<file path="src/rtl/bz_noise_sfx_pkg.sv">
// Shared constants, types and the LFSR step function for the Battlezone noise effects.
// No logic of its own; no latency.
// No flow control.
package sound_pkg;

  // output_latch bit positions
  localparam int LATCH_EXPLO_LOUD = 1;
  localparam int LATCH_SHELL_LOUD = 2;
  localparam int LATCH_SHELL_EN   = 3;
  localparam int LATCH_EXPLO_EN   = 4;
  localparam int LATCH_SOUND_EN   = 5;

  // timing and decay shape defaults
  localparam int NOISE_DIV   = 256;
  localparam int SHELL_DIV   = 16;
  localparam int SHELL_SHIFT = 4;
  localparam int EXPLO_DIV   = 32;
  localparam int EXPLO_SHIFT = 5;
  localparam int LP_SHIFT    = 3;

  localparam logic [16:0] LFSR_SEED = 17'h1FFFF;

  typedef enum logic {ENV_IDLE, ENV_DECAY} env_state_t;

  // One LFSR step; an all-zero register would never leave zero, so reseed it.
  function automatic logic [16:0] lfsr_next(input logic [16:0] q);
    if (q == 17'h0) begin
      return LFSR_SEED;
    end
    return {q[15:0], q[16] ^ q[13]};
  endfunction

endpackage

</file>
<file path="src/rtl/bz_noise_sfx_env.sv">
// Triggered envelope: jumps to FF on trig, then decays by max(env>>SHIFT,1) every DIV-th tick.
// env updates the clock after trig or after the DIV-th tick; busy follows the state register.
// No backpressure; trig is a single-cycle strobe and always accepted, even mid-decay.
module noise_env
  import sound_pkg::*;
#(
  parameter int DIV   = 16,
  parameter int SHIFT = 4
) (
  input  logic       clk,
  input  logic       rst,
  input  logic       tick_en,
  input  logic       trig,
  output logic [7:0] env,
  output logic       busy
);

  localparam int DW = (DIV > 1) ? $clog2(DIV) : 1;
  localparam logic [DW-1:0] DIV_LAST = DW'(DIV - 1);

  env_state_t     r_state;
  logic [7:0]     r_env;
  logic [DW-1:0]  r_div;
  logic [7:0]     w_step;
  logic [7:0]     w_next;

  // Decay amount is proportional to the level, but never less than one so the tail ends.
  always_comb begin
    w_step = r_env >> SHIFT;
    if (w_step == 8'h0) begin
      w_step = 8'h1;
    end
    w_next = (r_env > w_step) ? (r_env - w_step) : 8'h0;
  end

  // Envelope FSM; a trigger takes priority over a coincident decay step.
  always_ff @(posedge clk or posedge rst) begin
    if (rst) begin
      r_state <= ENV_IDLE;
      r_env   <= 8'h0;
      r_div   <= '0;
    end else if (trig) begin
      r_state <= ENV_DECAY;
      r_env   <= 8'hFF;
      r_div   <= '0;
    end else if (r_state == ENV_DECAY && tick_en) begin
      if (r_div == DIV_LAST) begin
        r_div <= '0;
        r_env <= w_next;
        if (w_next == 8'h0) begin
          r_state <= ENV_IDLE;
        end
      end else begin
        r_div <= r_div + 1'b1;
      end
    end
  end

  assign env  = r_env;
  assign busy = (r_state == ENV_DECAY);

endmodule

</file>
<file path="src/rtl/bz_noise_sfx.sv">
// Shell and explosion noise generator: LFSR noise gated by two decaying envelopes, explosion low-passed.
// Samples are registered and change only on the edge that consumes a 24 kHz tick.
// No backpressure; latch bits are sampled every clock and outputs free-run.
module bz_noise_sfx
  import sound_pkg::*;
(
  input  logic       clk,
  input  logic       rst,
  input  logic       clk_3MHz_en,
  input  logic       clk_24KHz_en,
  input  logic [7:0] output_latch,
  output logic       noise_bit,
  output logic [7:0] shell_out,
  output logic [7:0] explo_out
);

  localparam int NDW = $clog2(NOISE_DIV);
  localparam logic [NDW-1:0] NDIV_LAST = NDW'(NOISE_DIV - 1);

  logic [16:0]        r_lfsr;
  logic [NDW-1:0]     r_ndiv;
  logic [5:1]         r_latch;
  logic [1:0]         r_en_d;
  logic [7:0]         r_lp;
  logic [7:0]         r_shell_out;
  logic [7:0]         r_explo_out;

  logic               w_unused;
  logic               w_shell_trig;
  logic               w_explo_trig;
  logic [7:0]         w_shell_env;
  logic [7:0]         w_explo_env;
  logic               w_shell_busy;
  logic               w_explo_busy;
  logic               w_noise;
  logic [7:0]         w_shell_smp;
  logic [7:0]         w_explo_raw;
  logic signed [9:0]  w_diff;
  logic signed [9:0]  w_lp_sum;
  logic [7:0]         w_lp_next;

  assign w_unused = ^{output_latch[7:6], output_latch[0]};

  // Noise prescaler and LFSR step.
  always_ff @(posedge clk or posedge rst) begin
    if (rst) begin
      r_lfsr <= LFSR_SEED;
      r_ndiv <= '0;
    end else if (clk_3MHz_en) begin
      if (r_ndiv == NDIV_LAST) begin
        r_ndiv <= '0;
        r_lfsr <= lfsr_next(r_lfsr);
      end else begin
        r_ndiv <= r_ndiv + 1'b1;
      end
    end
  end

  assign w_noise   = r_lfsr[0];
  assign noise_bit = w_noise;

  // Registered latch copy plus a delayed copy of the two enables for edge detection.
  always_ff @(posedge clk or posedge rst) begin
    if (rst) begin
      r_latch <= '0;
      r_en_d  <= '0;
    end else begin
      r_latch <= output_latch[5:1];
      r_en_d  <= {r_latch[LATCH_EXPLO_EN], r_latch[LATCH_SHELL_EN]};
    end
  end

  assign w_shell_trig = r_latch[LATCH_SHELL_EN] & ~r_en_d[0];
  assign w_explo_trig = r_latch[LATCH_EXPLO_EN] & ~r_en_d[1];

  noise_env #(
    .DIV   (SHELL_DIV),
    .SHIFT (SHELL_SHIFT)
  ) u_shell (
    .clk     (clk),
    .rst     (rst),
    .tick_en (clk_24KHz_en),
    .trig    (w_shell_trig),
    .env     (w_shell_env),
    .busy    (w_shell_busy)
  );

  noise_env #(
    .DIV   (EXPLO_DIV),
    .SHIFT (EXPLO_SHIFT)
  ) u_explo (
    .clk     (clk),
    .rst     (rst),
    .tick_en (clk_24KHz_en),
    .trig    (w_explo_trig),
    .env     (w_explo_env),
    .busy    (w_explo_busy)
  );

  // Noise gating with loud/soft scaling, then the explosion one-pole low-pass with clamp.
  always_comb begin
    w_shell_smp = 8'h0;
    w_explo_raw = 8'h0;
    if (w_noise) begin
      w_shell_smp = r_latch[LATCH_SHELL_LOUD] ? w_shell_env : {1'b0, w_shell_env[7:1]};
      w_explo_raw = r_latch[LATCH_EXPLO_LOUD] ? w_explo_env : {1'b0, w_explo_env[7:1]};
    end
    w_diff   = $signed({2'b00, w_explo_raw}) - $signed({2'b00, r_lp});
    w_lp_sum = $signed({2'b00, r_lp}) + (w_diff >>> LP_SHIFT);
    if (w_lp_sum < 10'sd0) begin
      w_lp_next = 8'h0;
    end else if (w_lp_sum > 10'sd255) begin
      w_lp_next = 8'hFF;
    end else begin
      w_lp_next = w_lp_sum[7:0];
    end
  end

  // Filter state and output samples advance on the sample tick; sound_en only mutes outputs.
  always_ff @(posedge clk or posedge rst) begin
    if (rst) begin
      r_lp        <= 8'h0;
      r_shell_out <= 8'h0;
      r_explo_out <= 8'h0;
    end else if (clk_24KHz_en) begin
      r_lp        <= w_lp_next;
      r_shell_out <= r_latch[LATCH_SOUND_EN] ? w_shell_smp : 8'h0;
      r_explo_out <= r_latch[LATCH_SOUND_EN] ? w_lp_next   : 8'h0;
    end
  end

  assign shell_out = r_shell_out;
  assign explo_out = r_explo_out;

endmodule

</file>
<file path="config.mk">
export PLATFORM = sky130hd
export DESIGN_NAME = bz_noise_sfx
export DESIGN_NICKNAME = d
export VERILOG_FILES = /design/src/rtl/bz_noise_sfx_pkg.sv /design/src/rtl/bz_noise_sfx_env.sv /design/src/rtl/bz_noise_sfx.sv
export SDC_FILE = /design/constraint.sdc
export NUM_CORES = 1
export LEC_CHECK = 0
export ABC_AREA = 0
export BUFFER_PORTS_ARGS = -buffer_cell sky130_fd_sc_hd__buf_2
export CORE_MARGIN = 3
export CORE_UTILIZATION = 50
export DETAILED_ROUTE_END_ITERATION = 12
export GPL_ROUTABILITY_DRIVEN = 0
export PLACE_DENSITY = 0.7
export SLEW_MARGIN = 20
export SYNTH_ARGS = -nofsm -noshare
export SYNTH_HDL_FRONTEND = slang
export SYNTH_SLANG_ARGS = --single-unit
</file>
<file path="constraint.sdc">
create_clock -name clk -period 3.85 [get_ports clk]
set_input_delay 0.385 -clock clk [delete_from_list [all_inputs] [get_ports clk]]
set_output_delay 0.385 -clock clk [all_outputs]
set_load 0.02 [all_outputs]
</file>
==> key figures <==
Synth
  – Yosys cell types: 53
  – Syn Inst Count: ~460
  – Synth top area cells: dfrtp_1, dfstp_2, ha_1, a21oi_1, mux2i_1
  – Avg Cell Area, Syn: between 10 and 15 µm²
  – Post-synth top area share: 0.3510
  – Top_reg_cell synth: dfrtp_1
  – Ys Warns: 0
  – #FFs+latches synth: 83
  – Syn_nets: approximately 500
  – Sequential-to-total area share from yosys stat: 0.4459
  – Post-synth ARST share: 1.000
  – Mapped Area: about 4700 µm²
  – Number of synthesized flops with an enable pin: 0
  – Area leader, netlist: dfrtp_1

Finish
  – Fillcell total: 748
  – Final Util: 0.5941
  – N_diodes: 0
  – P&R area growth vs syn: 12.79%
  – Final nets: 538
  – Share of cells above drive strength 1: 0.2164

Power
  – PD cells: around 760 nW/µm²
  – Design Power: between 4 and 5 mW
  – Lkg Pwr: between 2 and 2.5 nW
  – Peak VDD IR: slightly above 0.0005 V

Timing
  – Final hold vios: 0
  – Clock skew: approximately 0.01 ns
  – Max Clk Rate: around 0.27 GHz
  – Minimum clock period: 3.719 ns
  – Max-slew violation count: 0
  – Max_slew headroom: 0.3369
  – Worst slew pin tran: 0.9880 ns
  – Setup TNS: 0 ns
  – Unrepaired setup endpoints after global routing: true
  – Post-route setup slack: 0.1306 ns
  – Final setup fails: 0
  – Tcrit/Tclk final: 0.9661

Worst setup path
  – CP startpoint kind: flop
  – Most frequent CP cell: a21oi_2
  – Critical Path, Cell by Cell: mux2i_1, nor2b_1, ha_1, nor2b_1, a311o_1, a21oi_2, o21ai_2, a21o_1, a21oi_2, xnor2_2, ha_1, a21oi_2, o21ai_2, a31o_4, a21o_1, mux2i_4, buf_12, a21oi_2, o22ai_1
  – Critical path arrival: 3.98 ns
  – R2r endpoint: r_lp[3]$_DFFE_PP0P_
  – Setup slack, reg-to-reg: between 0.1 and 0.15 ns
  – Setup Crit Path Kind: flop to flop
  – Slowest cell on crit path: dfrtp_1
  – Worst-path fanout max: 8
  – Worst setup EP type: flop
  – Worst path max stage delay: 0.38 ns
  – Cells on worst reg2reg path: 19
  – Buf/Inv on CP: 1
  – Reg2Reg Launch Point: r_latch[1]$_DFF_PP0_
  – Worst path required time: 4.11 ns
  – CP top delay family: compound AO/OA/AOI/OAI gates

Clock tree
  – Worst-Skew Late Latency: between 0.3 and 0.4 ns
  – Cts hold-fix bufs: 0
  – H-tree depth: 3
  – Clock root buffer: clkbuf_8
  – Clock buffer count from CTS: 9
  – Worst-path clk slew: around 0.090 ns
  – Clk sinks: between 80 and 90
  – Max clock buf depth: 2
  – CTS tree: yes

Job
  – Maxcap violations: 0

Global routing
  – Tot GR Track Use: 0.1909
  – First-pass GRT wire length: ~16 mm
  – Largest net degree at the start of global routing: between 50 and 60
  – Initial antenna violation count: 0
  – Vias in the first global route: between 3000 and 4000
  – GRT overflow: 0

Drt
  – Routed via count: approximately 3500
  – Initial DRC count: about 110
  – Antenna viol nets, final: 0
  – WL final: roughly 9.5 mm
  – Routed WL per cell: between 15 and 20 µm
  – Drt drc: 0
  – Via density: 5.847
  – DR pass1 iterations: 4

Placement
  – Place WS: -0.06050 ns
  – Post-DP HPWL: approximately 6.7 mm
  – Port Buffer Count: 25

Hold path
  – Worst hold-check path type: input port to asynchronous set/reset pin

Floorplan
  – Row count: 34
  – Die area: roughly 11000 µm²
  – Initial Util: 0.5268
  – Core area: a little under 9000 µm²
  – Die Ht: 103.0 µm
  – Die width: approximately 100 µm
  – Io pins: 29

Status
  – Status: finished, final reports clean
## cells by family after synthesis
| logic type | share of synthesized area |
|---|---|
| xor gates and xnor gates | 0.04813 |
| buffers and inverters | 0.03589 |
| and+or+nand+nor | 0.1258 |
| muxes | 0.04227 |
| AOI/OAI and AO/OA | 0.2122 |
| DFF | 0.4459 |
| adders and majority gates | 0.08987 |
## worst max-delay path by stage
stage / end / slack [ns] / from / cells past startpoint
floorplan: r_lp[7]$_DFFE_PP0P_ / 0.02 / r_lfsr[0]$_DFFE_PP1P_ / 18
global placement: explo_out[4]$_DFFE_PP0P_ / 0.04 / r_lfsr[0]$_DFFE_PP1P_ / 16
detailed placement: r_lp[2]$_DFFE_PP0P_ / -0.06 / r_latch[1]$_DFF_PP0_ / 17
CTS: r_lp[3]$_DFFE_PP0P_ / -0.04 / r_latch[1]$_DFF_PP0_ / 18
global route: r_lp[1]$_DFFE_PP0P_ / -0.05 / r_latch[1]$_DFF_PP0_ / 19
finish: r_lp[3]$_DFFE_PP0P_ / 0.13 / r_latch[1]$_DFF_PP0_ / 19
## flip-flops by register name, summed over array words and instances (netlist names)
register       flops
r_en_d             2
u_explo.busy       1
explo_out          8
shell_out          8
r_lfsr            17
u_shell.busy       1
r_ndiv             8
u_explo.env        8
r_lp               8
u_shell.r_div      4
r_latch            5
u_shell.env        8
u_explo.r_div      5
## cell usage after synthesis (5+ instances only)
cell and count:
o22ai_1 7, dfstp_2 17, o21a_1 6, xnor2_1 13, nand2b_1 9, nor4_1 5
nand4_1 6, mux2i_1 15, ha_1 29, nor2_1 28, xor2_1 11, dfrtp_1 66
o21ai_0 11, a21oi_1 39, inv_1 25, nor3_1 7, nand3_1 13, nor2b_1 9
clkbuf_1 16, o2bb2ai_1 17, o22a_1 17, nand2_1 27, a21o_1 11
## stage by stage
stage                     instance area, µm²  hold slack [ns]  std cells
after global routing                    5308           0.1234        607
after CTS                               5201           0.1236        605
after detailed placement                5012           0.3866        589
after global placement                  5012           0.3762        589
final                                   5308           0.1251        607
after floorplan                         4720           0.3677        458
## layout make-up
type / instances / area (µm²) / area share
clock buffer: 12 / 135.1 / 0.02546
clock inverter: 4 / 51.30 / 0.009665
inverter: 26 / 100.1 / 0.01886
multi-input combinational: 332 / 2522 / 0.4752
sequential: 83 / 2098 / 0.3953
tap: 108 / 135.1 / 0.02546
timing repair buffer: 42 / 265.3 / 0.04998
## cells in the final DEF (no fill, tap or decap), types with 15 or more instances in the layout
cell       synthesis  routed
dfrtp_1           66      66
a21oi_1           39      30
nor2_1            28      28
ha_1              29      27
nand2_1           27      26
buf_2              0      25
inv_1             25      24
o22a_1            17      17
o2bb2ai_1         17      17
dfstp_2           17      17
buf_4              0      16
mux2i_1           15      15
## per-layer routing
layer,up-vias,wire length [µm],track usage
met4,0,114,0.07072
met3,10,192,0.02368
met5,-,0,0
met2,41,4783,0.3069
li1,1747,-,-
met1,1751,4379,0.2653
## report_power, final
group	total [mW]	switching, mW	internal, mW
Clock	0.610	0.309	0.301
Sequential	1.20	0.164	1.04
Combinational	2.20	1.19	1.01
## repair_timing
| item | CTS | global route |
|---|---|---|
| pin swaps | 0 | 10 |
| setup buffers | 0 | 2 |
| setup endpoints to repair | 16 | 16 |
| endpoints found under the hold margin | 0 | 0 |
| resized for setup | 2 | 19 |
Note: power is estimated with default switching activity, not from simulation.
